[config.mk]
export PLATFORM = sky130hd
export DESIGN_NAME = tensor_register_sequencer
export DESIGN_NICKNAME = d
export VERILOG_FILES = /design/src/rtl/tensor_register_sequencer.sv
export SDC_FILE = /design/constraint.sdc
export NUM_CORES = 1
export LEC_CHECK = 0
export ABC_CLOCK_PERIOD_IN_PS = 3400
export BUFFER_PORTS_ARGS = -buffer_cell sky130_fd_sc_hd__buf_4
export CAP_MARGIN = 20
export CORE_MARGIN = 2
export CORE_UTILIZATION = 50
export CTS_CLUSTER_DIAMETER = 80
export CTS_CLUSTER_SIZE = 14
export DETAILED_ROUTE_END_ITERATION = 10
export PLACE_DENSITY_LB_ADDON = 0.1
export SKIP_LAST_GASP = 1
export SYNTH_ARGS = -nofsm -noshare
export SYNTH_HDL_FRONTEND = slang
export SYNTH_SLANG_ARGS = --single-unit
export TNS_END_PERCENT = 20
[constraint.sdc]
create_clock -name clock -period 3.4 [get_ports clock]
set_input_delay 0.34 -clock clock [delete_from_list [all_inputs] [get_ports clock]]
set_output_delay 0.34 -clock clock [all_outputs]
set_load 0.02 [all_outputs]
[src/rtl/tensor_register_sequencer.sv]
// Command-driven sequencer that streams bytes into, or out of, a bank of 8-bit registers.
// Define TENSOR_SEQ_OVERRUN_CHECK_EN to reject commands that run past the last register (adds the error output).
module tensor_register_sequencer #(
   parameter int NUM_REGS   = 16,
   parameter int ADDR_WIDTH = 4
) (
   input  logic                  clock,
   input  logic                  reset_n,
   input  logic                  cmd_valid,
   output logic                  cmd_ready,
   input  logic                  cmd_write,
   input  logic [ADDR_WIDTH-1:0] cmd_base,
   input  logic [ADDR_WIDTH:0]   cmd_count,
   input  logic                  in_valid,
   output logic                  in_ready,
   input  logic [7:0]            in_data,
   output logic                  out_valid,
   input  logic                  out_ready,
   output logic [7:0]            out_data,
   output logic [NUM_REGS-1:0]   reg_enable,
   output logic                  reg_write_or_read,
   output logic [7:0]            reg_write_data,
   input  logic [7:0]            reg_read_data,
   output logic                  busy,
`ifdef TENSOR_SEQ_OVERRUN_CHECK_EN
   output logic                  error,
`endif
   output logic                  done
);

   typedef enum logic [1:0] {
      ST_IDLE  = 2'd0,
      ST_WRITE = 2'd1,
      ST_READ  = 2'd2,
      ST_DRAIN = 2'd3
   } state_t;

   localparam logic [ADDR_WIDTH-1:0] ADDR_ZERO  = {ADDR_WIDTH{1'b0}};
   localparam logic [ADDR_WIDTH-1:0] ADDR_ONE   = {{(ADDR_WIDTH-1){1'b0}}, 1'b1};
   localparam logic [ADDR_WIDTH:0]   COUNT_ZERO = {(ADDR_WIDTH+1){1'b0}};
   localparam logic [ADDR_WIDTH:0]   COUNT_ONE  = {{ADDR_WIDTH{1'b0}}, 1'b1};
   localparam logic [NUM_REGS-1:0]   ENABLE_ONE = {{(NUM_REGS-1){1'b0}}, 1'b1};

   state_t                state_r, state_s;
   logic [ADDR_WIDTH-1:0] addr_r, addr_s;
   logic [ADDR_WIDTH:0]   remaining_r, remaining_s;
   logic                  out_valid_r, out_valid_s;
   logic [7:0]            out_data_r, out_data_s;
   logic                  done_r, done_s;
   logic                  issue_s;
   logic                  last_s;
   logic [NUM_REGS-1:0]   addr_onehot_s;

`ifdef TENSOR_SEQ_OVERRUN_CHECK_EN
   localparam logic [ADDR_WIDTH+1:0] REGS_LIMIT = (ADDR_WIDTH+2)'(NUM_REGS);
   logic                  error_r, error_s;
   logic [ADDR_WIDTH+1:0] span_s;
   logic                  overrun_s;

   assign span_s    = {2'b00, cmd_base} + {1'b0, cmd_count};
   assign overrun_s = (span_s > REGS_LIMIT);
   assign error     = error_r;
`endif

   // A read byte may issue when the output slot is empty or being emptied this cycle.
   assign issue_s       = (!out_valid_r) || out_ready;
   assign last_s        = (remaining_r == COUNT_ONE);
   assign addr_onehot_s = ENABLE_ONE << addr_r;

   assign out_valid = out_valid_r;
   assign out_data  = out_data_r;
   assign done      = done_r;

   // Next-state, bank strobes and handshake outputs.
   always_comb begin
      state_s           = state_r;
      addr_s            = addr_r;
      remaining_s       = remaining_r;
      out_valid_s       = out_valid_r;
      out_data_s        = out_data_r;
      done_s            = 1'b0;
`ifdef TENSOR_SEQ_OVERRUN_CHECK_EN
      error_s           = 1'b0;
`endif
      cmd_ready         = 1'b0;
      in_ready          = 1'b0;
      busy              = 1'b1;
      reg_enable        = {NUM_REGS{1'b0}};
      reg_write_or_read = 1'b0;
      reg_write_data    = 8'h00;

      case (state_r)
         ST_IDLE: begin
            cmd_ready = 1'b1;
            busy      = 1'b0;
            if (cmd_valid) begin
               addr_s      = cmd_base;
               remaining_s = cmd_count;
               if (cmd_count == COUNT_ZERO) begin
                  done_s = 1'b1;
               end
`ifdef TENSOR_SEQ_OVERRUN_CHECK_EN
               else if (overrun_s) begin
                  done_s  = 1'b1;
                  error_s = 1'b1;
               end
`endif
               else if (cmd_write) begin
                  state_s = ST_WRITE;
               end else begin
                  state_s = ST_READ;
               end
            end else begin
               state_s = ST_IDLE;
            end
         end

         ST_WRITE: begin
            in_ready = 1'b1;
            if (in_valid) begin
               reg_enable        = addr_onehot_s;
               reg_write_or_read = 1'b1;
               reg_write_data    = in_data;
               addr_s            = addr_r + ADDR_ONE;
               remaining_s       = remaining_r - COUNT_ONE;
               if (last_s) begin
                  state_s = ST_IDLE;
                  done_s  = 1'b1;
               end else begin
                  state_s = ST_WRITE;
               end
            end else begin
               state_s = ST_WRITE;
            end
         end

         ST_READ: begin
            if (issue_s) begin
               reg_enable  = addr_onehot_s;
               out_data_s  = reg_read_data;
               out_valid_s = 1'b1;
               addr_s      = addr_r + ADDR_ONE;
               remaining_s = remaining_r - COUNT_ONE;
               if (last_s) begin
                  state_s = ST_DRAIN;
               end else begin
                  state_s = ST_READ;
               end
            end else begin
               state_s = ST_READ;
            end
         end

         ST_DRAIN: begin
            if (out_ready) begin
               out_valid_s = 1'b0;
               state_s     = ST_IDLE;
               done_s      = 1'b1;
            end else begin
               state_s = ST_DRAIN;
            end
         end

         default: begin
            state_s     = ST_IDLE;
            addr_s      = ADDR_ZERO;
            remaining_s = COUNT_ZERO;
            out_valid_s = 1'b0;
         end
      endcase
   end

   // State and datapath registers; reset aborts any command in flight.
   always_ff @(posedge clock or negedge reset_n) begin
      if (!reset_n) begin
         state_r     <= ST_IDLE;
         addr_r      <= ADDR_ZERO;
         remaining_r <= COUNT_ZERO;
         out_valid_r <= 1'b0;
         out_data_r  <= 8'h00;
         done_r      <= 1'b0;
`ifdef TENSOR_SEQ_OVERRUN_CHECK_EN
         error_r     <= 1'b0;
`endif
      end else begin
         state_r     <= state_s;
         addr_r      <= addr_s;
         remaining_r <= remaining_s;
         out_valid_r <= out_valid_s;
         out_data_r  <= out_data_s;
         done_r      <= done_s;
`ifdef TENSOR_SEQ_OVERRUN_CHECK_EN
         error_r     <= error_s;
`endif
      end
   end

endmodule

==> results of run 1 <==
-- synth_stat cells, types with 2 or more instances --
master    instances
a211oi_1          5
a21oi_1           4
and2_1            8
and3_1           17
clkbuf_1          5
dfrtp_1          21
ha_1             13
inv_1            12
mux2_1            8
mux2i_1           3
nand2_1           9
nand2b_1          2
nand3_1           2
nand4_1           2
nor2_1            7
nor2b_1           2
nor3_1            2
nor3_2            3
nor4b_1           2
o211ai_1          2
o21ai_0           4
o21ai_1           6
or2_2             2
-- report_power, final --
part	switching [mW]	internal (mW)
Combinational	0.645	0.490
Sequential	0.119	0.381
Clock	0.0783	0.0448
Total	0.842	0.916
-- layout make-up --
class	count	area, um^2	share of cell area, %
Inverter	12	45.0	2.22
Timing Repair Buffer	70	528	26.0
Tap cell	31	38.8	1.91
Clock buffer	3	22.5	1.11
Sequential cell	21	526	25.9
Multi-Input combinational cell	115	862	42.5
Clock inverter	1	7.51	0.370
-- through the flow --
stage	area (um^2)	cells	worst slack [ns]
4_1_cts	2030	253	0.564
3_5_place_dp	1990	248	0.947
3_3_place_gp	1990	248	1.05
6_report	2030	253	0.627
5_1_grt	2030	253	0.352
2_1_floorplan	1470	155	1.20
-- cells by family (layout without fill, tap and decap cells) --
logic type	count (synthesis)	count (layout)	share of synthesized area (%)
mux	11	11	8.18
flops	21	21	35.8
fa+ha+maj	13	13	11.1
simple gates	61	61	25.8
compound gates	30	30	13.6
buf+inv	19	86	5.46
-- registers in the layout, indices dropped and copies added, names as in the netlist --
signal,cells
state_r,2
out_data,8
done,1
remaining_r,5
addr_r,4
out_valid,1
-- worst paths after layout --
path                                       end  depth (start not counted)
worst max-delay path             reg_enable[2]                          6
worst max register to register       addr_r[3]                          6
max in group asynchronous       remaining_r[0]                          2
worst min register to register     out_data[3]                          1
worst min-delay path                 out_valid                          2
min in group asynchronous          out_data[3]                          2
-- metal layers --
| layer | vias up | part of all wire [%] |
|---|---|---|
| met2 | 52 | 51 |
| met5 | - | 0 |
| met4 | 0 | 1.1 |
| met3 | 6 | 5.9 |
| met1 | 679 | 42 |
| li1 | 685 | - |
==> results.toml, run 1 <==
[run]
max_cap_violations = 0

[global_route]
grt.overflow.total = 0
use_met1_pct = 26.6
grt_max_degree = 22
use_met3_pct = 3.35
grt_most_used_layer = "met2"
met2_usage_pct = 40.4
antenna_found_initial = 0
grt_pass1_wl_mm = 5.84
grt_util_all_layers_pct = 22.2
grt_pass1_vias = 1340

[worst_setup_path]
crit_path_top_delay_cell = "a2111oi_0"
cp-startpoint = "state_r[1]"
r2r_setup_slack_ns = 1.35
r2r-start = "state_r[0]"
cp_max_fo = 12
path_class = "reg2out"
cpLargestDelayFamily = "compound AO/OA/AOI/OAI gates"
cpPeakStageDelay_ns = 0.72
path_cells = "inv_1, ha_1, nand2_1, a2111oi_0, and2_1, buf_4"
critPathBufInv = 2
cp-end-kind = "primary output"
cp-start-kind = "flip-flop"
crit_arrival_ns = 2.43
crit_required_ns = 3.06

[worst_hold_path]
hold_class = "in2reg"
hold_start = "out_ready"

[detailed_routing]
drt_drc_violations_left = 0
routed_via_density = 5.62
drt-wirelength-per-cell_um = 14.2
routed_wl_mm = 3.58
antenna_left = 0
via_count = 1422
dr.first_iter.drc_count = 50
drt_pass1_iterations = 4

[sta]
fin_crit_sh_pct = 81.5
slew_headroom_pct = 45.8
slew_violations = 0
grt_setup_unrepaired = "false"
fmax_ghz = 0.361
final.setup.tns_ns = 0
worst_pin_slew_ns = 0.792
skew_ns = 0.00829
hold_viol_final = 0
setup_viol = 0
worst_hold_slack_ns = 0.227
fin_crit_ns = 2.77

[layout]
drive_gt1_share_pct = 37.4
final_cell_mix = "buf_4 (69), dfrtp_1 (21), and3_1 (17)"
nFillCells = 218
final_common_cell = "buf_4"
nNetsFinal = 267
n_antenna_cell = 0
final_core_util_pct = 73.0
area_delta_synth_final_pct = 38.3

[cts]
clkLatencyLatePin_ns = 0.31
postCtsSetupRepairBufs = 0
cts.path.max_buffers = 2
clkTransAtPathRegs_ns = 0.12
cts_max_level = 1
cts_root_buffer = "clkbuf_4"
cts_num_sinks = 21
cts_resized = 0
cts_tree = "yes"
ctsHoldBuffers = 1
cts_buffers = 3

[floorplanning]
die_height_um = 58.2
die_area_um2 = 3380
initial_utilization_pct = 52.8
ios = 69
core_um2 = 2780
dieWidth_um = 58.2
rows = 19

[synth]
synth_edf_count = 0
synth_top_cell_by_area = "dfrtp_1"
synthTopCellsByArea = "dfrtp_1 (36%), ha_1 (11%), and3_1 (7.2%)"
syn_inst = 155
ys_types = 37
synthFlopType = "dfrtp_1"
ys_ff_latch = 21
synth_area_um2 = 1470
syn_avg_cell_area_um2 = 9.47
ys_seq_area_share_pct = 35.8
synthesis.nets = 199
synth_top_cell_area_share_pct = 35.8
synthArstFlopShare_pct = 100
ys_warn_count = 0

[power]
leakage_nw = 1.07
peakVddDrop_mv = 0.648
power_density_nw_per_um2 = 866
power.total_mw = 1.76

[outcome]
status = "complete, no violations"

[place]
dp_hpwl_mm = 2.86
portBuffers = 68
gp_congestion = 0.785
Power figures use the tool's default switching activity.
==> run 2: changes to the inputs <==
Settings changed: ABC_CLOCK_PERIOD_IN_PS 3400 to 2400, CORE_UTILIZATION 50 to 42.
Clock period 3.4 ns to 2.4 ns, I/O delays scaled along.
==> run 2 against run 1 <==
  * Cell area grew 1.8%
  * Power grew 43%
  * Critical endpoint is now reg_enable[0]
  * Count of clock-buffer cells in the layout grew 1
  * Non-clock buffer count grew 1
  * Flip-flop and latch count is the same
  * Clock power grew 38%
  * First-iteration DRC count shrank 6.0%
  * Hold slack lost 0.095 ns
  * Clock skew shrank 0.0054 ns
  * Utilization shrank 11 points
  * Via count shrank 1.3%
==> results.toml, run 2 (same netlist as run 1, synthesis figures left out) <==
[place]
dp_hpwl_mm = 2.84
portBuffers = 68
place_ws_ns = 0.203
dpl-instance-area_um2 = 2020
dp_cells = 264
gp_congestion = 0.813

[worst_setup_path]
cp-end-kind = "primary output"
crit_required_ns = 2.16
cp-start-kind = "flip-flop"
path_cells = "inv_1, ha_1, nand2_1, a2111oi_2, and2_1, buf_4"
crit_path_top_delay_cell = "a2111oi_2"
path_class = "reg2out"
cp_max_fo = 6
cpPeakStageDelay_ns = 0.45
crit_arrival_ns = 2.07

[detailed_routing]
routed_wl_mm = 3.67
drt_pass1_iterations = 4
drt-wirelength-per-cell_um = 13.6
routed_via_density = 5.22
drt_drc_violations_left = 0
dr.first_iter.drc_count = 47
via_count = 1403
antenna_left = 0

[layout]
largest_reg_flops = 8
final_common_cell = "buf_4"
n_antenna_cell = 0
final_area_um2 = 2070
nNetsFinal = 268
drive_gt1_share_pct = 38.6
final_cell_mix = "buf_4 (70), dfrtp_1 (21), and3_1 (17)"
final_core_util_pct = 61.9
fin_cells = 269
area_delta_synth_final_pct = 40.8

[power]
combPwrFrac_pct = 64.9
power_switching_share_pct = 47.7
clkPwrFrac_pct = 6.8
p_sw_mw = 1.20
p_int_mw = 1.32
pwr-share-seq_pct = 28.3
power_density_nw_per_um2 = 1220
leakage_nw = 1.08
peakVddDrop_mv = 0.713
power.total_mw = 2.52

[sta]
fin_crit_ns = 2.31
setup_slack_ns = 0.0873
slew_violations = 0
grt_setup_unrepaired = "true"
skew_ns = 0.00293
setup_viol = 0
worst_hold_slack_ns = 0.133
final.setup.tns_ns = 0
fin_crit_sh_pct = 96.4
hold_viol_final = 0
fmax_ghz = 0.432
slew_headroom_pct = 54.3
worst_pin_slew_ns = 0.676

[cts]
cts_num_sinks = 21
cts_max_level = 1
cts_tree = "yes"
cts.path.max_buffers = 2
cts_buffers = 3
clkTransAtPathRegs_ns = 0.11
cts_root_buffer = "clkbuf_4"
clkLatencyLatePin_ns = 0.30

[floorplanning]
core_um2 = 3340
die_height_um = 63.1
initial_utilization_pct = 44.0
die_area_um2 = 3980
rows = 21
dieWidth_um = 63.1
ios = 69

[global_route]
grt_max_degree = 22
antenna_found_initial = 0
grt_pass1_vias = 1360
grt.overflow.total = 0
grt_pass1_wl_mm = 6.07
grt_util_all_layers_pct = 18.8

[run]
max_cap_violations = 0

[worst_hold_path]
hold_class = "in2reg"

[outcome]
status = "complete, no violations"
## run 2: changes by cell type in the layout (fill, tap and decap cells not counted), sizes merged
cell,previous run,this run
buf,69,70
clkbuf,3,4
clkinvlp,1,0
## run 2: layout make-up
class / count / area, um^2
multi-input combinational: 115 / 876
timing repair buffer: 71 / 536
clock buffer: 4 / 26.3
sequential: 21 / 526
fill: 283 / 1270
tap: 46 / 57.6
inverter: 12 / 45.0
## run 2: layer usage
| layer | part of all wire, % | up-vias | global-route usage, % |
|---|---|---|---|
| met5 | 0 | - | 0 |
| met4 | 1.3 | 0 | 6.67 |
| met3 | 7.2 | 4 | 4.11 |
| met2 | 48 | 59 | 33.5 |
| met1 | 44 | 648 | 22.1 |
| li1 | - | 692 | - |
## run 2: final timing paths
kind,cells after the start,to,slack [ns],startpoint
setup / recovery,6,reg_enable[0],0.09,state_r[0]
min in group asynchronous,2,out_data[6],0.36,reset_n
hold / removal,2,out_valid,0.13,out_ready
setup reg to reg,6,addr_r[3],0.32,state_r[0]
hold reg to reg,1,out_data[6],0.50,out_data[6]
max in group asynchronous,2,state_r[1],1.83,reset_n
## run 2: power groups by stage
stage / clock network, mW / registers [mW] / logic [mW]
after global routing: 0.197 / 0.740 / 1.81
final: 0.170 / 0.713 / 1.63
after CTS: 0.180 / 0.707 / 1.63
after floorplan: 0 / 0.765 / 1.06
after global placement: 0 / 0.698 / 1.57
after detailed placement: 0 / 0.713 / 1.62
## run 2: worst max-delay path: cells and delay by family (launching register included)
kind | cells | cell delay (ns)
AOI/OAI and AO/OA | 1 | 0.45
and+or+nand+nor | 2 | 0.33
adders and majority gates | 1 | 0.29
DFF | 1 | 0.43
buffers and inverters | 2 | 0.28
## run 2: timing repair
action,in CTS,in global routing
gates resized for setup,2,2
hold endpoints to repair,21,0
pin swaps,0,0
hold buffers,1,0
setup endpoints to repair,4,8
setup buffers,0,0
==> run 3: changes to the inputs <==
Settings changed: CORE_MARGIN 2 to unset, SETUP_SLACK_MARGIN set to 0.15, SKIP_LAST_GASP 1 to unset.
==> run 3 against run 2 <==
  * Sequential power about the same
  * Flip-flop and latch count unchanged
  * Clock skew increased by 0.0010 ns
  * Critical path depth increased by 1
  * Final cell count increased by 1.5%
  * Register-to-register slack improved by 0.04 ns
  * Combinational power increased by 7%
==> results.toml, run 3 (same netlist as run 1, synthesis figures left out) <==
[outcome]
status = "complete, no violations"

[floorplanning]
ios = 69
die_height_um = 61.1
dieWidth_um = 61.1
initial_utilization_pct = 44.0
rows = 21
core_um2 = 3340
die_area_um2 = 3740

[power]
leakage_nw = 1.10
power.total_mw = 2.64
peakVddDrop_mv = 0.593
power_density_nw_per_um2 = 1230

[place]
dp_hpwl_mm = 2.70
portBuffers = 68
dpl-instance-area_um2 = 2020
gp_congestion = 0.785

[sta]
hold_viol_final = 0
slew_headroom_pct = 65.0
fmax_ghz = 0.463
grt_setup_unrepaired = "false"
final.setup.tns_ns = 0
worst_pin_slew_ns = 0.522
fin_crit_sh_pct = 90.1
setup_viol = 0
skew_ns = 0.00394
fin_crit_ns = 2.16
slew_violations = 0

[run]
max_cap_violations = 0

[detailed_routing]
drt_pass1_iterations = 4
routed_wl_mm = 3.54
via_count = 1383
routed_via_density = 5.07
dr.first_iter.drc_count = 48
drt_drc_violations_left = 0
drt-wirelength-per-cell_um = 13.0
antenna_left = 0

[worst_setup_path]
crit_arrival_ns = 1.92
cp_common_cell = "buf_4"
r2r-start = "state_r[0]"
cp-end-kind = "primary output"
path_class = "reg2out"
cp_max_fo = 12
cp-start-kind = "flip-flop"
cpPeakStageDelay_ns = 0.42
reg2regPathDepth = 6
crit_required_ns = 2.16
r2r-end = "remaining_r[2]"
r2r_setup_slack_ns = 0.36
crit_path_top_delay_cell = "dfrtp_2"
path_cells = "buf_4, ha_4, nand2_2, inv_1, o211a_4, and3_1, buf_4"

[global_route]
grt_pass1_wl_mm = 5.25
grt_pass1_vias = 1176
grt_max_degree = 22
grt.overflow.total = 0
grt_util_all_layers_pct = 19.2
antenna_found_initial = 0

[cts]
cts_max_level = 1
cts_tree = "yes"
cts_num_sinks = 21
clkLatencyLatePin_ns = 0.31
clkTransAtPathRegs_ns = 0.12
cts_root_buffer = "clkbuf_4"
cts.path.max_buffers = 2
cts_buffers = 3

[layout]
area_delta_synth_final_pct = 46.5
final_cell_mix = "buf_4 (74), dfrtp_1 (20), and3_1 (17)"
nNetsFinal = 272
largest_reg_flops = 8
drive_gt1_share_pct = 42.7
n_antenna_cell = 0
final_common_cell = "buf_4"
final_area_um2 = 2150

[worst_hold_path]
hold_start = "out_ready"
worstHoldPathCells = 2
holdPathEnd = "out_valid"
hold_class = "in2reg"
run 3: cell types whose count changed in the layout (fill, tap and decap cells not counted), sizes merged:
cell	change
clkbuf	-1
buf	+4
clkinv	+1
run 3: final cells by class:
cell class | instances | area (um^2)
well taps | 46 | 57.6
inverters | 12 | 45.0
clock buffers | 3 | 22.5
fillers | 284 | 1190
flip-flops and latches | 21 | 527
multi-input cells | 115 | 928
clock inverters | 1 | 5.00
repair buffers | 75 | 566
run 3: how the worst max path moves through the flow:
stage	slack (ns)	from	endpoint	cells after the start
after floorplan	0.30	state_r[1]	reg_enable[0]	6
after global placement	0.38	state_r[1]	reg_enable[1]	6
after detailed placement	0.26	state_r[1]	reg_enable[1]	6
after CTS	0.13	state_r[0]	reg_enable[1]	6
after global routing	0.17	state_r[0]	reg_enable[1]	6
final	0.24	state_r[0]	reg_enable[12]	7
run 3: metrics by stage:
step / hold slack, ns / std cells / setup WS (ns) / util (%)
5_1_grt: 0.109 / 273 / 0.165 / 64.5
2_1_floorplan: -0.0556 / 155 / 0.299 / -
3_3_place_gp: 0.142 / 265 / 0.379 / 60.6
4_1_cts: 0.121 / 270 / 0.132 / 62.2
6_report: 0.130 / 273 / 0.239 / 64.5
3_5_place_dp: 0.144 / 265 / 0.259 / 60.6
run 3: power by group:
part | total [mW] | internal (mW) | switching (mW)
logic | 1.75 | 0.780 | 0.969
registers | 0.716 | 0.541 | 0.175
clock network | 0.172 | 0.0622 | 0.110
total | 2.64 | 1.38 | 1.25
run 3: per-layer routing:
metal / GRT usage (%) / wire length [um]
met5: 0 / 0
met4: 8.44 / 42
met3: 2.73 / 212
met2: 33.4 / 1700
met1: 23.7 / 1580
run 3: repair_timing:
action                                  in CTS  in global routing
endpoints found under the setup margin      16                 16
setup buffers                                0                  3
hold endpoints to repair                    21                  0
pin swaps                                    0                  1
resized for setup                            4                 10
hold buffers                                 1                  0
run 3: worst max-delay path, delay by kind of cell, from the launching register on:
kind / cells / cell delay (ns)
and+or+nand+nor: 2 / 0.32
DFF: 1 / 0.42
AOI/OAI and AO/OA: 1 / 0.29
buffers and inverters: 3 / 0.40
adders and majority gates: 1 / 0.19
